$ cat config.mk
export PLATFORM = sky130hd
export DESIGN_NAME = map_port_arbiter
export DESIGN_NICKNAME = d
export VERILOG_FILES = /design/src/rtl/map_port_arbiter.sv
export SDC_FILE = /design/constraint.sdc
export NUM_CORES = 1
export LEC_CHECK = 0
export ABC_AREA = 1
export CAP_MARGIN = 40
export CORE_MARGIN = 3
export CORE_UTILIZATION = 35
export CTS_BUF_LIST = sky130_fd_sc_hd__clkbuf_4 sky130_fd_sc_hd__clkbuf_8
export CTS_CLUSTER_DIAMETER = 60
export DETAILED_ROUTE_END_ITERATION = 10
export MAX_ROUTING_LAYER = met4
export SYNTH_ARGS = -nofsm -noshare
export SYNTH_HDL_FRONTEND = slang
export SYNTH_SLANG_ARGS = --single-unit
$ cat constraint.sdc
create_clock -name CLOCK_50 -period 3.75 [get_ports CLOCK_50]
set_clock_uncertainty 0.15 [all_clocks]
set_input_delay 0.5625 -clock CLOCK_50 [delete_from_list [all_inputs] [get_ports CLOCK_50]]
set_output_delay 0.5625 -clock CLOCK_50 [all_outputs]
set_load 0.01 [all_outputs]
$ cat src/rtl/map_port_arbiter.sv
`default_nettype none
// ============================================================================
// Module   : map_port_arbiter
// Purpose  : Round-robin owner of map RAM port B. Serialises single-cell
//            read-modify-write updates and returns each cell's previous code.
// Options  : MAP_ARB_STATS_EN adds grant_cnt / err_cnt statistics outputs.
// Revision : 1.0
// ============================================================================
module map_port_arbiter #(
  parameter int ROWS   = 30,
  parameter int COLS   = 40,
  parameter int RD_LAT = 2
) (
  input  logic                CLOCK_50,
  input  logic                reset_n,
  input  logic [2:0]          req,
  input  logic [14:0]         req_row,
  input  logic [17:0]         req_col,
  input  logic [11:0]         req_code,
  output logic [2:0]          done,
  output logic                err,
  output logic [3:0]          old_code,
  output logic                busy,
  output logic [4:0]          wraddr,
  output logic [4*COLS-1:0]   wrdata,
  output logic                wren,
  input  logic [4*COLS-1:0]   redata
`ifdef MAP_ARB_STATS_EN
  ,
  output logic [47:0]         grant_cnt,
  output logic [7:0]          err_cnt
`endif
);

  localparam int c_ROW_W  = 4 * COLS;
  localparam int c_LSB_W  = $clog2(c_ROW_W);
  localparam int c_WAIT_W = 3;

  typedef enum logic [2:0] {
    S_IDLE  = 3'd0,
    S_CHECK = 3'd1,
    S_READ  = 3'd2,
    S_WRITE = 3'd3,
    S_DONE  = 3'd4
  } state_t;

  state_t              r_state;
  logic [1:0]          r_ptr;
  logic [1:0]          r_gnt;
  logic [4:0]          r_row;
  logic [5:0]          r_col;
  logic [3:0]          r_code;
  logic [3:0]          r_old;
  logic [c_WAIT_W-1:0] r_wait;

  logic                w_any;
  logic [1:0]          w_gnt;
  logic [1:0]          w_next;
  logic [2:0]          w_idx;
  logic [4:0]          w_row;
  logic [5:0]          w_col;
  logic [3:0]          w_code;
  logic                w_range_err;
  logic [c_LSB_W-1:0]  w_lsb;
  logic [c_ROW_W-1:0]  w_merged;
  logic [3:0]          w_old;

  // Scan from the highest offset down so the requester nearest r_ptr wins.
  always_comb begin
    w_any = 1'b0;
    w_gnt = 2'd0;
    w_idx = 3'd0;
    for (int k = 2; k >= 0; k--) begin
      w_idx = {1'b0, r_ptr} + 3'(k);
      if (w_idx >= 3'd3) w_idx = w_idx - 3'd3;
      if (req[w_idx[1:0]]) begin
        w_any = 1'b1;
        w_gnt = w_idx[1:0];
      end
    end
    w_next = (w_gnt == 2'd2) ? 2'd0 : w_gnt + 2'd1;
  end

  always_comb begin
    case (w_gnt)
      2'd1:    begin w_row = req_row[9:5];   w_col = req_col[11:6];  w_code = req_code[7:4];  end
      2'd2:    begin w_row = req_row[14:10]; w_col = req_col[17:12]; w_code = req_code[11:8]; end
      default: begin w_row = req_row[4:0];   w_col = req_col[5:0];   w_code = req_code[3:0];  end
    endcase
  end

  // Column 0 lives in the top nibble of the row word.
  always_comb begin
    w_range_err = (int'(r_row) >= ROWS) || (int'(r_col) >= COLS);
    w_lsb       = c_LSB_W'(c_ROW_W - 4) - c_LSB_W'({r_col, 2'b00});
    w_merged    = redata;
    w_merged[w_lsb +: 4] = r_code;
    w_old       = redata[w_lsb +: 4];
  end

  always_ff @(posedge CLOCK_50 or negedge reset_n) begin
    if (!reset_n) begin
      r_state  <= S_IDLE;
      r_ptr    <= 2'd0;
      r_gnt    <= 2'd0;
      r_row    <= '0;
      r_col    <= '0;
      r_code   <= '0;
      r_old    <= '0;
      r_wait   <= '0;
      done     <= '0;
      err      <= 1'b0;
      old_code <= '0;
      busy     <= 1'b0;
      wraddr   <= '0;
      wrdata   <= '0;
      wren     <= 1'b0;
    end else begin
      done <= '0;
      wren <= 1'b0;
      case (r_state)
        S_IDLE: begin
          if (w_any) begin
            r_gnt   <= w_gnt;
            r_row   <= w_row;
            r_col   <= w_col;
            r_code  <= w_code;
            r_ptr   <= w_next;
            busy    <= 1'b1;
            r_state <= S_CHECK;
          end
        end
        S_CHECK: begin
          if (w_range_err) begin
            done     <= 3'b001 << r_gnt;
            err      <= 1'b1;
            old_code <= 4'd0;
            r_state  <= S_DONE;
          end else begin
            wraddr  <= r_row;
            r_wait  <= '0;
            r_state <= S_READ;
          end
        end
        S_READ: begin
          if (r_wait == c_WAIT_W'(RD_LAT - 1)) begin
            wrdata  <= w_merged;
            r_old   <= w_old;
            wren    <= 1'b1;
            r_state <= S_WRITE;
          end else begin
            r_wait <= r_wait + 1'b1;
          end
        end
        S_WRITE: begin
          done     <= 3'b001 << r_gnt;
          err      <= 1'b0;
          old_code <= r_old;
          r_state  <= S_DONE;
        end
        default: begin
          err      <= 1'b0;
          old_code <= 4'd0;
          busy     <= 1'b0;
          r_state  <= S_IDLE;
        end
      endcase
    end
  end

`ifdef MAP_ARB_STATS_EN
  for (genvar gi = 0; gi < 3; gi++) begin : g_grant_cnt
    logic [15:0] r_cnt;
    always_ff @(posedge CLOCK_50 or negedge reset_n) begin
      if (!reset_n)
        r_cnt <= '0;
      else if (done[gi] && !err && r_cnt != 16'hFFFF)
        r_cnt <= r_cnt + 16'd1;
    end
    assign grant_cnt[16*gi +: 16] = r_cnt;
  end

  always_ff @(posedge CLOCK_50 or negedge reset_n) begin
    if (!reset_n)
      err_cnt <= '0;
    else if ((|done) && err && err_cnt != 8'hFF)
      err_cnt <= err_cnt + 8'd1;
  end
`endif

endmodule
`default_nettype wire

==> run summary <==
hold crit path type: reg -> reg
fin util: 0.503
combinational fraction of design power: 0.599
syn nets: 2087
most common cell in the synthesized netlist: nand2_1
CTS tree: yes
Starting Density: 0.357
Final Slew Violations: 0
clk_lat worst skew: 0.57 ns
Finish-stage setup viols: 0
Row Count: 69
residual DRC count: 0
Yosys Warn Count: 0
Total Routing Usage GR: 0.304
P&R area growth vs syn: 40.7%
Routed WL: 58.7 mm
Psw: 0.00772 W
register area share after synthesis: 0.400
Arrival @ worst endpoint: 3.61 ns
# placed instances: 2649
Post-Route Setup TNS: 0 ns
DRT Pass-1 Iters: 5
Synth top area share: 0.400
vias after detailed routing: 14.1k
Leakage Power: 8.45 nW
number of CTS-inserted buffers: 39
Worst Tran Pin Value: 0.870 ns
CTS H-Tree Depth: 2
maximum fanout along the worst path: 15
initial antenna violation count: 3
Area contributors post-synth: dfrtp_1, nand2_1, nand3_1, inv_1, a21oi_1
Hold Vio Cnt, Final: 0
area of the mapped netlist: 12800 µm²
ys async rst share: 1.00
Finished Layout Cells: 2722
routability cong.: 1.01
status: finished clean
DIE AREA: 38800 µm²
register share of total power: 0.253
top cells by count, synth: nand2_1, nand3_1, dfrtp_1, inv_1, a21oi_1
Clk pwr share: 0.148
worst rel slew slack: 0.419
critical path type: reg -> reg
share of cells above drive strength 1: 0.0917
max cap viols: 0
RSZ-0062 raised after global routing: false
grt ovf: 0
number of synthesized flops with an enable pin: 0
Resize count post-CTS: 0
setup bufs post-CTS: 0
ys flop type: dfrtp_1
synth unique cells: 42
CTS max path bufs: 3
first-pass GRT wire length: 86.9 mm
Final nets: 2456
Tmin final: 3.29 ns
switch share: 0.481
fmax: 304 MHz
vias per cell: 5.17
Syn Inst Count: 1861
fillers: 3691
Tcrit/Tclk final: 0.878
hpwl dp: 45.2 mm
worst vdd ir: 508 µV
flops & latches, synth: 204
CTS Sinks: 204
overall power: 0.0161 W
drt first-iter violations: 1099
Routed wire per std cell: 21.6 µm
Pint: 0.00835 W
quantity of I/O buffers inserted on ports: 384
Routed Antenna Nets: 0
area leader, netlist: dfrtp_1
crit end category: register
io pins: 385
clock-pin slew on the worst setup and hold paths: 0.06 ns
Die W: 197 µm
cell area power density: 894 nW/µm²
CP startpoint kind: register
Core Box Area: 35700 µm²
Cell Area, Placed: 17100 µm²
critical path required time: 4.07 ns
vias in the first global route: 14.1k
post-synthesis area per instance: 6.86 µm²
CTS Root Cell: clkbuf_8
largest net degree at the start of global routing: 129
Final Cell Area: 18000 µm²
die height: 197 µm
## area by class of cell
cell class	instances	area (µm²)	share of cell area
Multi-Input combinational cell	1359	6490	0.361
Tap cell	461	577	0.0321
Timing Repair Buffer	422	4190	0.233
Clock inverter	9	76.3	0.00425
Antenna cell	3	7.51	0.000418
Inverter	204	773	0.0430
Sequential cell	204	5110	0.284
Clock buffer	60	757	0.0421
## layer usage
metal	GRT usage	up-vias	wire, µm
met1	0.384	6610	24500
li1	-	6702	-
met3	0.0691	125	5140
met4	0.112	0	2250
met5	-	-	0
met2	0.481	634	26800
## power groups by stage
stage               Sequential, W  Combinational, W  Clock, W
global placement          0.00408           0.00949         0
finish                    0.00406           0.00962   0.00239
CTS                       0.00406           0.00959   0.00243
floorplan                 0.00429           0.00497         0
global route              0.00418            0.0104   0.00253
detailed placement        0.00408           0.00955         0
## final timing paths
path / end / startpoint / slack [ns] / depth (start not counted)
worst max-delay path: wrdata[87]$_DFFE_PN0P_ / r_col[2]$_DFFE_PN0P_ / 0.46 / 9
worst min-delay path: done[0]$_DFF_PN0_ / r_gnt[1]$_DFFE_PN0P_ / 0.29 / 1
max in group asynchronous: r_col[0]$_DFFE_PN0P_ / reset_n / 2.20 / 3
worst max register to register: wrdata[87]$_DFFE_PN0P_ / r_col[2]$_DFFE_PN0P_ / 0.46 / 9
min in group asynchronous: wrdata[80]$_DFFE_PN0P_ / reset_n / 0.41 / 2
worst min register to register: done[0]$_DFF_PN0_ / r_gnt[1]$_DFFE_PN0P_ / 0.29 / 1
## flip-flops by register name (all words and copies together), names as in the netlist, 3 cells and up
register	cells
wrdata	160
r_col	6
r_row	5
wraddr	5
old_code	4
r_code	4
r_old	4
done	3
r_state	3
r_wait	3
## cells by family after synthesis
family          share of synthesized area
xor+xnor                          0.00754
compound gates                      0.116
simple gates                        0.367
buf+inv                            0.0937
fa+ha+maj                          0.0157
mux                              0.000784
flops                               0.400
## placed cells by master, fill, tap and decap left out, types with 50 or more instances in the layout
cell	netlist	final
nand2_1	689	689
clkdlybuf4s50_1	0	383
nand3_1	207	207
dfrtp_1	204	203
inv_1	180	180
a21oi_1	88	88
nor2_1	80	80
o21ai_0	58	58
o211ai_1	52	52
o21ai_1	51	51
clkbuf_8	0	50
## timing repair
item,CTS,global route
endpoints found under the setup margin,0,0
endpoints found under the hold margin,67,0
hold buffers,1,0
## through the flow
stage | worst slack (ns) | hold slack (ns)
after floorplan | 1.11 | 0.117
after global placement | 0.286 | 0.266
after detailed placement | 0.278 | 0.277
after CTS | 0.496 | 0.282
after global routing | 0.0931 | 0.315
final | 0.458 | 0.293
## worst max-delay path: stages (launching register included)
cell and delay, ns:
dfrtp_1 0.83, inv_2 0.08, nor2_2 0.19, nand2_2 0.11, xor2_2 0.36, nand3_2 0.68, nor2_2 0.50, nand2_1 0.11
nand3_1 0.10, nand2_1 0.06
(Power assumes the default switching activity.)
